===== src/rtl/rv32_pkg.sv =====
`default_nettype none
// ============================================================================
//  Module      : rv32_pkg
//  Description : Shared RV32I decode definitions. Holds the datapath widths,
//                the base-ISA major opcodes, the immediate FORMAT enum and an
//                opcode classifier that reports the immediate format, which
//                source registers are read, whether rd is written and
//                whether the opcode is unsupported.
//  Revision    : 1.0  initial release
// ============================================================================
package rv32_pkg;

    localparam int XLEN  = 32;
    localparam int NREGS = 32;

    // Major opcodes, instr[6:0]
    localparam logic [6:0] OPC_OP     = 7'b0110011;
    localparam logic [6:0] OPC_OP_IMM = 7'b0010011;
    localparam logic [6:0] OPC_LOAD   = 7'b0000011;
    localparam logic [6:0] OPC_STORE  = 7'b0100011;
    localparam logic [6:0] OPC_BRANCH = 7'b1100011;
    localparam logic [6:0] OPC_JALR   = 7'b1100111;
    localparam logic [6:0] OPC_JAL    = 7'b1101111;
    localparam logic [6:0] OPC_LUI    = 7'b0110111;
    localparam logic [6:0] OPC_AUIPC  = 7'b0010111;

    // Immediate layout. FMT_R means "no immediate" and yields zero, which is
    // also what an illegal opcode must carry.
    typedef enum logic [2:0] {
        FMT_R = 3'd0,
        FMT_I = 3'd1,
        FMT_S = 3'd2,
        FMT_B = 3'd3,
        FMT_U = 3'd4,
        FMT_J = 3'd5
    } fmt_e;

    typedef struct packed {
        fmt_e fmt;
        logic use_rs1;
        logic use_rs2;
        logic writes_rd;
        logic illegal;
    } dec_info_t;

    function automatic dec_info_t decode_opcode(input logic [6:0] opcode);
        dec_info_t d;
        d.fmt       = FMT_R;
        d.use_rs1   = 1'b0;
        d.use_rs2   = 1'b0;
        d.writes_rd = 1'b0;
        d.illegal   = 1'b0;
        case (opcode)
            OPC_OP: begin
                d.fmt = FMT_R; d.use_rs1 = 1'b1; d.use_rs2 = 1'b1; d.writes_rd = 1'b1;
            end
            OPC_BRANCH: begin
                d.fmt = FMT_B; d.use_rs1 = 1'b1; d.use_rs2 = 1'b1;
            end
            OPC_STORE: begin
                d.fmt = FMT_S; d.use_rs1 = 1'b1; d.use_rs2 = 1'b1;
            end
            OPC_OP_IMM, OPC_LOAD, OPC_JALR: begin
                d.fmt = FMT_I; d.use_rs1 = 1'b1; d.writes_rd = 1'b1;
            end
            OPC_LUI, OPC_AUIPC: begin
                d.fmt = FMT_U; d.writes_rd = 1'b1;
            end
            OPC_JAL: begin
                d.fmt = FMT_J; d.writes_rd = 1'b1;
            end
            default: begin
                d.illegal = 1'b1;
            end
        endcase
        return d;
    endfunction

endpackage
`default_nettype wire


===== src/rtl/decode_stage_imm_gen.sv =====
`default_nettype none
// ============================================================================
//  Module      : imm_gen
//  Description : Combinational RV32I immediate generator. All immediates are
//                sign-extended from instr[31]; FMT_R produces zero.
//  Ports       : instr [31:7] in  - instruction word (opcode bits carry no
//                                   immediate data and are not needed)
//                fmt          in  - immediate format
//                imm   [31:0] out - sign-extended immediate
//  Revision    : 1.0  initial release
// ============================================================================
module imm_gen
    import rv32_pkg::*;
(
    input  logic [31:7] instr,
    input  fmt_e        fmt,
    output logic [31:0] imm
);

    always_comb begin
        imm = 32'd0;
        case (fmt)
            FMT_I:   imm = {{20{instr[31]}}, instr[31:20]};
            FMT_S:   imm = {{20{instr[31]}}, instr[31:25], instr[11:7]};
            FMT_B:   imm = {{19{instr[31]}}, instr[31], instr[7], instr[30:25],
                            instr[11:8], 1'b0};
            FMT_U:   imm = {instr[31:12], 12'd0};
            FMT_J:   imm = {{11{instr[31]}}, instr[31], instr[19:12], instr[20],
                            instr[30:21], 1'b0};
            default: imm = 32'd0;
        endcase
    end

endmodule
`default_nettype wire


===== src/rtl/decode_stage.sv =====
`default_nettype none
// ============================================================================
//  Module      : decode_stage
//  Description : RV32I instruction decode stage. Captures one instruction from
//                fetch, reads its sources from register_file once no pending
//                write is outstanding on them, and hands a decoded bundle to
//                execute. A per-register scoreboard tracks in-flight writes.
//  Ports       : clk, rst_n                 clock, async active-low reset
//                if_valid/if_ready/if_instr/if_pc   fetch handshake
//                flush                      abort the locally held instruction
//                rf_r1/rf_r2/rf_r_en        register_file read request
//                rf_r1_data/rf_r2_data      register_file read data
//                wb_valid/wb_rd             writeback retire (clears scoreboard)
//                ex_valid/ex_ready          execute handshake
//                ex_pc/ex_rs1_data/ex_rs2_data/ex_imm/ex_rd/ex_opcode/
//                ex_funct3/ex_funct7b5/ex_illegal   decoded bundle
//  Revision    : 1.0  initial release
// ============================================================================
module decode_stage #(
    parameter int XLEN  = rv32_pkg::XLEN,
    parameter int NREGS = rv32_pkg::NREGS
) (
    input  logic            clk,
    input  logic            rst_n,
    input  logic            if_valid,
    output logic            if_ready,
    input  logic [31:0]     if_instr,
    input  logic [XLEN-1:0] if_pc,
    input  logic            flush,
    output logic [4:0]      rf_r1,
    output logic [4:0]      rf_r2,
    output logic            rf_r_en,
    input  logic [XLEN-1:0] rf_r1_data,
    input  logic [XLEN-1:0] rf_r2_data,
    input  logic            wb_valid,
    input  logic [4:0]      wb_rd,
    output logic            ex_valid,
    input  logic            ex_ready,
    output logic [XLEN-1:0] ex_pc,
    output logic [XLEN-1:0] ex_rs1_data,
    output logic [XLEN-1:0] ex_rs2_data,
    output logic [XLEN-1:0] ex_imm,
    output logic [4:0]      ex_rd,
    output logic [6:0]      ex_opcode,
    output logic [2:0]      ex_funct3,
    output logic            ex_funct7b5,
    output logic            ex_illegal
);

    import rv32_pkg::*;

    typedef enum logic [1:0] {
        ST_IDLE   = 2'd0,
        ST_DECODE = 2'd1,
        ST_OUT    = 2'd2
    } state_e;

    state_e            state_q, state_d;
    logic [31:0]       instr_q, instr_d;
    logic [XLEN-1:0]   pc_q, pc_d;
    logic [NREGS-1:0]  sb_q, sb_d;
    logic              ex_valid_q, ex_valid_d;
    logic [XLEN-1:0]   ex_pc_q, ex_pc_d;
    logic [XLEN-1:0]   ex_imm_q, ex_imm_d;
    logic [4:0]        ex_rd_q, ex_rd_d;
    logic [6:0]        ex_opcode_q, ex_opcode_d;
    logic [2:0]        ex_funct3_q, ex_funct3_d;
    logic              ex_funct7b5_q, ex_funct7b5_d;
    logic              ex_illegal_q, ex_illegal_d;

    dec_info_t         dec;
    logic [31:0]       imm;
    logic [4:0]        rs1, rs2, rd;
    logic              hazard;
    logic [NREGS-1:0]  sb_set, sb_clr;

    assign rs1 = instr_q[19:15];
    assign rs2 = instr_q[24:20];
    assign rd  = instr_q[11:7];
    assign dec = decode_opcode(instr_q[6:0]);

    imm_gen u_imm_gen (
        .instr (instr_q[31:7]),
        .fmt   (dec.fmt),
        .imm   (imm)
    );

    // Hazard looks only at the registered scoreboard, so a writeback clear
    // lets the read go out one cycle later, once register_file holds the
    // freshly written value.
    assign hazard = (dec.use_rs1 && (rs1 != 5'd0) && sb_q[rs1]) ||
                    (dec.use_rs2 && (rs2 != 5'd0) && sb_q[rs2]);

    assign rf_r1    = rs1;
    assign rf_r2    = rs2;
    assign rf_r_en  = (state_q == ST_DECODE) && !hazard && !flush;
    assign if_ready = (state_q == ST_IDLE);

    always_comb begin
        state_d       = state_q;
        instr_d       = instr_q;
        pc_d          = pc_q;
        ex_valid_d    = ex_valid_q;
        ex_pc_d       = ex_pc_q;
        ex_imm_d      = ex_imm_q;
        ex_rd_d       = ex_rd_q;
        ex_opcode_d   = ex_opcode_q;
        ex_funct3_d   = ex_funct3_q;
        ex_funct7b5_d = ex_funct7b5_q;
        ex_illegal_d  = ex_illegal_q;
        sb_set        = '0;
        sb_clr        = '0;

        if (wb_valid && (wb_rd != 5'd0)) begin
            sb_clr[wb_rd] = 1'b1;
        end

        if (flush) begin
            state_d    = ST_IDLE;
            ex_valid_d = 1'b0;
            // The held bundle will never retire, so release the register it
            // reserved on its way into OUT.
            if ((state_q == ST_OUT) && (ex_rd_q != 5'd0)) begin
                sb_clr[ex_rd_q] = 1'b1;
            end
        end else begin
            case (state_q)
                ST_IDLE: begin
                    if (if_valid) begin
                        instr_d = if_instr;
                        pc_d    = if_pc;
                        state_d = ST_DECODE;
                    end
                end
                ST_DECODE: begin
                    if (!hazard) begin
                        if (dec.writes_rd && (rd != 5'd0)) begin
                            sb_set[rd] = 1'b1;
                        end
                        ex_valid_d    = 1'b1;
                        ex_pc_d       = pc_q;
                        ex_imm_d      = imm;
                        ex_rd_d       = dec.writes_rd ? rd : 5'd0;
                        ex_opcode_d   = instr_q[6:0];
                        ex_funct3_d   = instr_q[14:12];
                        ex_funct7b5_d = instr_q[30];
                        ex_illegal_d  = dec.illegal;
                        state_d       = ST_OUT;
                    end
                end
                ST_OUT: begin
                    if (ex_ready) begin
                        ex_valid_d = 1'b0;
                        state_d    = ST_IDLE;
                    end
                end
                default: begin
                    state_d = ST_IDLE;
                end
            endcase
        end

        // Set after clear: a new reservation outranks a same-edge retire.
        sb_d = (sb_q & ~sb_clr) | sb_set;
    end

    always_ff @(posedge clk or negedge rst_n) begin
        if (!rst_n) begin
            state_q       <= ST_IDLE;
            instr_q       <= 32'd0;
            pc_q          <= '0;
            sb_q          <= '0;
            ex_valid_q    <= 1'b0;
            ex_pc_q       <= '0;
            ex_imm_q      <= '0;
            ex_rd_q       <= 5'd0;
            ex_opcode_q   <= 7'd0;
            ex_funct3_q   <= 3'd0;
            ex_funct7b5_q <= 1'b0;
            ex_illegal_q  <= 1'b0;
        end else begin
            state_q       <= state_d;
            instr_q       <= instr_d;
            pc_q          <= pc_d;
            sb_q          <= sb_d;
            ex_valid_q    <= ex_valid_d;
            ex_pc_q       <= ex_pc_d;
            ex_imm_q      <= ex_imm_d;
            ex_rd_q       <= ex_rd_d;
            ex_opcode_q   <= ex_opcode_d;
            ex_funct3_q   <= ex_funct3_d;
            ex_funct7b5_q <= ex_funct7b5_d;
            ex_illegal_q  <= ex_illegal_d;
        end
    end

    // register_file keeps its last read data while rf_r_en is low, so the
    // source operands are forwarded rather than captured here.
    assign ex_rs1_data = rf_r1_data;
    assign ex_rs2_data = rf_r2_data;

    assign ex_valid    = ex_valid_q;
    assign ex_pc       = ex_pc_q;
    assign ex_imm      = ex_imm_q;
    assign ex_rd       = ex_rd_q;
    assign ex_opcode   = ex_opcode_q;
    assign ex_funct3   = ex_funct3_q;
    assign ex_funct7b5 = ex_funct7b5_q;
    assign ex_illegal  = ex_illegal_q;

endmodule
`default_nettype wire


===== config.mk =====
export PLATFORM = sky130hd
export DESIGN_NAME = decode_stage
export DESIGN_NICKNAME = d
export VERILOG_FILES = /design/src/rtl/rv32_pkg.sv /design/src/rtl/decode_stage_imm_gen.sv /design/src/rtl/decode_stage.sv
export SDC_FILE = /design/constraint.sdc
export NUM_CORES = 1
export LEC_CHECK = 0
export CORE_ASPECT_RATIO = 0.9
export CORE_MARGIN = 1
export CORE_UTILIZATION = 46
export CTS_CLUSTER_SIZE = 30
export DETAILED_ROUTE_END_ITERATION = 16
export HOLD_SLACK_MARGIN = 0.08
export PLACE_DENSITY_LB_ADDON = 0.05
export SLEW_MARGIN = 15
export SYNTH_ARGS = -nofsm -noshare
export SYNTH_HDL_FRONTEND = slang
export SYNTH_SLANG_ARGS = --single-unit

===== constraint.sdc =====
create_clock -name clk -period 3.2 [get_ports clk]
set_input_delay 0.48 -clock clk [delete_from_list [all_inputs] [get_ports clk]]
set_output_delay 0.48 -clock clk [all_outputs]
set_load 0.02 [all_outputs]

Yosys cells after proc, flatten, opt, wreduce, memory -nomap -nowiden
Index checks and enable logic that the tools add are counted.
{"block": "op_classes", "shifts": 0, "addsub": 0, "eq_ne": 19, "n_div": 0, "mul": 0, "bitwise_logic": 6, "n_reduce_logical": 32, "n_mux": 33, "n_lt_le_gt_ge": 8}
{"op": "$mux 32", "n": 7}
{"op": "$pmux 32 s5", "n": 1}
{"op": "$or 32x32->32", "n": 2}
{"op": "$and 32x32->32", "n": 1}
{"op": "$not 32->32", "n": 1}
{"op": "$lt 5x6->1 const B", "n": 5}
{"op": "$reduce_bool 5->1", "n": 5}
{"op": "$eq 7x6->1 const B", "n": 3}
{"op": "$eq 7x7->1 const B", "n": 3}
{"op": "$demux 1 s5", "n": 3}
{"op": "$ge 5x1->1 const B", "n": 3}
{"op": "$pmux 3 s5", "n": 1}
{"op": "$eq 7x5->1 const B", "n": 2}
{"op": "$logic_and 1x1->1", "n": 12}
{"op": "$mux 1", "n": 12}
{"op": "$reduce_and 3->1", "n": 4}
{"op": "$bmux 1 s5", "n": 2}
{"op": "$reduce_or 9->1", "n": 1}
{"op": "$mux 2", "n": 4}
{"op": "$eq 7x2->1 const B", "n": 1}
{"op": "$reduce_or 7->1", "n": 1}
{"op": "$eq 3x2->1 const B", "n": 2}
{"op": "$eq 3x3->1 const B", "n": 2}
{"op": "$ne 3x3->1 const B", "n": 2}
{"op": "other kinds (15)", "n": 18}
{"block": "totals", "ramBits": 0, "romBits": 0, "mem_count": 0, "reg_bits": 180, "latchBits": 0, "output_inout_bits": 158}

Longest topological paths before layout
Gate-level depths: netlist of the first run.
{"block": "depth", "depth_word": 11, "depth_mapped": 10}

Hierarchy
From an unflattened synthesis of the first run, not the netlist that was laid out.
{"block": "unflattened", "hier_cells": 709, "area_unflattened_um2": 9132.5}
{"module": "decode_stage", "n_inst": 1, "area_each_um2": 8742.1, "cells_each": 643}
{"module": "imm_gen", "n_inst": 1, "area_each_um2": 390.4, "cells_each": 66}

Worst setup path after synthesis of the first run
OpenSTA, ideal clock, no wires.
{"block": "synth_path", "path_kind": "register to output", "startpoint": "register instr_q[20]", "endpoint": "output port rf_r_en", "arrival_time_ns": 2.308, "path_stages_with_launch": 8, "path_buffers": 2, "setup_slack_ns": 0.412, "path_cell_list": "dfrtp_1 > mux4_1 > mux2_2 > a221oi_1 > or4_4 > and3_4 > buf_2 > buf_2"}
{"block": "synth_between", "elab_chain_cells": 7, "word_cells_on_any_way": 9, "cone_classes": "mux: 2; reduce/logical: 7"}
{"item": "from (decl)", "line_no": "decode_stage.sv:59", "rtl": "logic [31:0] instr_q, instr_d;"}
{"item": "from (signal assigned)", "line_no": "decode_stage.sv:183", "rtl": "instr_q <= instr_d;"}
{"item": "$bmux 1 s5 / $reduce_bool 5->1 (equally long branches)", "line_no": "decode_stage.sv:92", "rtl": "(dec.use_rs2 && (rs2 != 5'd0) && sb_q[rs2]);"}
{"item": "$mux 1 (not written as such) / $logic_and 1x1->1 (equally long branches)", "line_no": "decode_stage.sv:92"}
{"item": "$logic_and 1x1->1 *", "line_no": "decode_stage.sv:92"}
{"item": "$logic_or 1x1->1 *", "line_no": "decode_stage.sv:91", "rtl": "assign hazard = (dec.use_rs1 && (rs1 != 5'd0) && sb_q[rs1]) ||"}
{"item": "$logic_not 1->1 *"}
{"item": "$logic_and 1x1->1 * (2 in series)", "line_no": "decode_stage.sv:96", "rtl": "assign rf_r_en = (state_q == ST_DECODE) && !hazard && !flush;"}
{"item": "to (decl)", "line_no": "decode_stage.sv:32", "rtl": "output logic rf_r_en,"}
Every way passes the cells marked *; elsewhere a longest branch is shown, timed or not. The select of a mux whose other input is x is not followed.

Final worst setup path of the first run
Ends and elaborated chain as after synthesis.

==> results.md, run 1 <==
* Status: completed
* Final antenna diode count at 0
* Initial antenna violation count at 0
* Prevailing post-synth register cell: dfrtp_1
* Endpoints failing hold at 0
* Final Cell Area at 10,940 sq um
* Share of layout cells above drive strength 1 at 23.60%
* Crit. Startpoint: instr_q[20]
* Slowest-stage cell, CP: mux4_1
* Post-place setup slack at 0.1780 ns
* Max incr delay on CP at 0.56 ns
* Number of synthesized flops with an enable pin at 0
* Die ar. at 19,930 sq um
* Pint at 5.484 mW
* Row cnt at 47
* Post-DP HPWL at 18,230 um
* Met2 Use GR at 40.68%
* Setup Viol. Count Final at 0
* Vias in the first global route at 6,699
* Fmax at 333.6 MHz
* Worst-margin pin slew at 0.9285 ns
* Final core occ at 58.52%
* Clock transition at path regs at 0.07 ns
* Comb power frac at 32.8%
* # DRC at 0
* Die H at 134.0 um
* Grt met1 use at 35.24%
* Seq cells post-synth at 180
* Initial DRC Count at 576
* 1st-pass router iterations at 5
* Grt peak-use layer: met2
* LEAKAGE at 4.427 nW
* First-pass GRT wire length at 40,050 um
* Synth Area in Compound Gates at 12.91%
* RR Startpoint: instr_q[20]
* Vias per cell at 6.116
* Ys Warns at 0
* Vias at 6,630
* Post-Synth Adder-Cell Area at 0%
* Period utilisation layout at 93.68%
* Setup bufs post-CTS at 0
* Met3 Use GR at 9.218%
* Detail Route Antenna Nets at 0
* XOR/XNOR Fraction of Synth Area at 0%
* Syn nets at 881
* GP Congestion at 0.9345
* CTS tree: done
* Sink Count at 180
* Cts bufs inserted at 17
* Unrepaired setup endpoints after global routing: no
* CP max FO at 2
* Core ar. at 18,700 sq um
* Post-Syn Area at 8909 sq um
* Cell Chain, Critical Path: mux4_1 > mux2_2 > a221oi_1 > or4_4 > and3_4 > clkbuf_2
* Psw at 2.687 mW
* Placed Area at 10,330 sq um
* Gr ovfl total at 0
* Mapped Cells at 742
* CP arrival at 2.52 ns
* Seq/Total Area, Yosys at 50.56%
* Wire per inst at 24.28 um
* Power Dens Cells at 746.7 nW/um^2
* CP endpoint kind: primary output
* Overall Global Routing Usage at 26.57%
* Sw frac at 32.88%
* Synth async-reset ratio at 100.0%
* Root Buffer: clkbuf_16
* R2R setup slack at 0.22 ns
* Largest family of logic cells by synthesized area: multiplexers
* VDD IR max at 455.8 uV
* H-Tree Depth at 4
* Slew margin rel. at 37.97%
* Port bufs at 168
* Final Slew Violations at 0
* WS Path Type: register to primary output
* Syn_area_per_cell at 12.01 sq um
* R2R depth at 8
* Worst skew pair latency at 0.44 ns
* Layout Skew at 0.01500 ns
* Bufs on Longest Clock Path at 2
* Largest net degree at the start of global routing at 84
* Multiplexer share of the synthesized area at 19.58%
* Post_cts resized at 2
* Area grow syn2layout at 22.84%
* PnR worst setup slack at 0.2022 ns
* Req. time, crit path at 2.72 ns
* Initial Util at 47.64%
* Simple-Gate Fraction of Synth Area at 7.247%
* Worst Hold Class: input pin to async pin
* Final worst path period need at 2.998 ns
* Startpoint types: register
* Critical R2R Capture: sb_q[30]
* Sequential Power Share at 39.9%
* Final wirelength at 26,320 um
* Die X at 148.7 um
* Setup TNS at 0 ns
* NumNets Final at 965
* Hold_buf cts at 0
* I/O pin cnt at 297
* Max-Cap Viols at 0
* Synth unique cells at 49
* Clock network fraction of total power at 27.4%
cell type report:
type	instances	area (sq um)
multi-input combinational	422	3551
sequential	180	4506
tap	245	306.5
timing repair buffer	190	1906
fill	1513	7757
clock inverter	14	188.9
clock buffer	18	429.2
inverter	15	56.30
cell usage in the layout, fill, tap and decap left out, types with 3 or more instances in the layout:
| master | instances |
|---|---|
| a211oi_1 | 3 |
| bufinv_16 | 3 |
| buf_12 | 5 |
| o41ai_1 | 31 |
| o21ai_0 | 10 |
| inv_1 | 15 |
| mux2i_1 | 4 |
| o22ai_1 | 8 |
| nand4_1 | 5 |
| o221ai_1 | 31 |
| inv_6 | 3 |
| or3_1 | 3 |
| mux2_4 | 30 |
| inv_8 | 4 |
| nand3b_1 | 8 |
| clkbuf_16 | 17 |
| mux4_2 | 7 |
| nor2_1 | 22 |
| nor2b_1 | 6 |
| a22o_1 | 4 |
| buf_4 | 17 |
| nand2_1 | 46 |
| a21oi_1 | 25 |
| nand4b_1 | 4 |
| dfrtp_1 | 179 |
| clkdlybuf4s50_1 | 166 |
| nand3_1 | 16 |
| nor3_1 | 4 |
| mux2_2 | 95 |
| a31oi_1 | 30 |
| clkinvlp_4 | 3 |
cells in the mapped netlist, types with 2 or more instances:
cell	n	share of area, %
nor3b_1	2	0.17
or3b_2	2	0.20
o21ai_0	10	0.56
nand4_1	5	0.35
a211oi_1	3	0.25
o221ai_1	31	3.0
nand2_1	46	1.9
buf_4	74	6.2
a31oi_1	30	2.1
and3_1	2	0.14
dfrtp_1	180	51
a21o_1	3	0.25
nand3_1	16	0.90
o22ai_1	8	0.56
nor2_1	22	0.93
buf_2	13	0.73
or3_1	3	0.21
a222oi_1	2	0.22
nand3b_1	8	0.67
mux2_4	30	5.1
and2_1	2	0.14
nand4b_1	4	0.39
a22o_1	4	0.39
clkbuf_1	31	1.3
nor3_1	4	0.22
nand2b_1	2	0.14
a21oi_1	25	1.4
mux2i_1	4	0.45
a221oi_1	2	0.20
inv_1	15	0.63
o41ai_1	31	3.0
mux4_2	7	1.8
mux2_2	95	12
buf_6	6	0.76
nor2b_1	6	0.42
through the flow:
step                      power (mW)  cells  hold slack (ns)
final                          8.171   1084          0.08217
after floorplan                4.797    742           0.1844
after global placement         5.903   1052           0.3862
after CTS                      8.233   1084           0.1192
after detailed placement       5.967   1052           0.3741
after global routing           8.542   1084           0.1286
critical path: cells and delay by family (launching register included):
| family | cells | cell delay, ns |
|---|---|---|
| AND/OR/NAND/NOR | 2 | 0.40 |
| buffers and inverters | 1 | 0.18 |
| AO/OA/AOI/OAI | 1 | 0.30 |
| flip-flops | 1 | 0.37 |
| multiplexers | 2 | 0.85 |
per-layer routing:
layer  vias up  wire, um
met5         -         0
met2       374     11990
met4         0       520
li1       2879         -
met1      3332     11140
met3        45      2665
sequential cells by signal, indices dropped and copies added, names as in the netlist:
| register | count |
|---|---|
| ex_imm | 32 |
| ex_pc | 32 |
| instr_q | 32 |
| pc_q | 32 |
| sb_q | 32 |
| ex_opcode | 7 |
| ex_rd | 5 |
| ex_funct3 | 3 |
| state_q | 2 |
| ex_funct7b5 | 1 |
| ex_illegal | 1 |
| ex_valid | 1 |
power by group through the flow:
stage                     Combinational (mW)  Clock [mW]  Sequential (mW)
final                                   2.68        2.24             3.26
after floorplan                         1.18           0             3.62
after global placement                  2.64           0             3.26
after global routing                    2.84        2.38             3.33
after CTS                               2.70        2.28             3.26
after detailed placement                2.68           0             3.28
cell families (layout without fill, tap and decap cells):
family | after synthesis | in the layout
multiplexers | 137 | 137
flip-flops | 180 | 180
buffers and inverters | 140 | 237
AO/OA/AOI/OAI | 157 | 157
AND/OR/NAND/NOR | 128 | 128
worst max-delay path by stage:
| stage | endpoint | slack, ns | depth (start not counted) |
|---|---|---|---|
| after CTS | rf_r_en | 0.009 | 6 |
| after global placement | rf_r_en | 0.22 | 6 |
| final | rf_r_en | 0.20 | 6 |
| after global routing | sb_q[27] | 0.08 | 9 |
| after floorplan | rf_r_en | 0.41 | 7 |
| after detailed placement | rf_r_en | 0.18 | 6 |
(Power assumes the default switching activity.)
==> run 2, diff against run 1 <==
--- a/config.mk
+++ b/config.mk
@@ -12,7 +12,7 @@
 export DETAILED_ROUTE_END_ITERATION = 16
 export HOLD_SLACK_MARGIN = 0.08
 export PLACE_DENSITY_LB_ADDON = 0.05
-export SLEW_MARGIN = 15
+export SLEW_MARGIN = 20
 export SYNTH_ARGS = -nofsm -noshare
 export SYNTH_HDL_FRONTEND = slang
 export SYNTH_SLANG_ARGS = --single-unit
==> results of run 2 <==
Same layout as run 1: the final DEF is identical, and so are final timing and power.
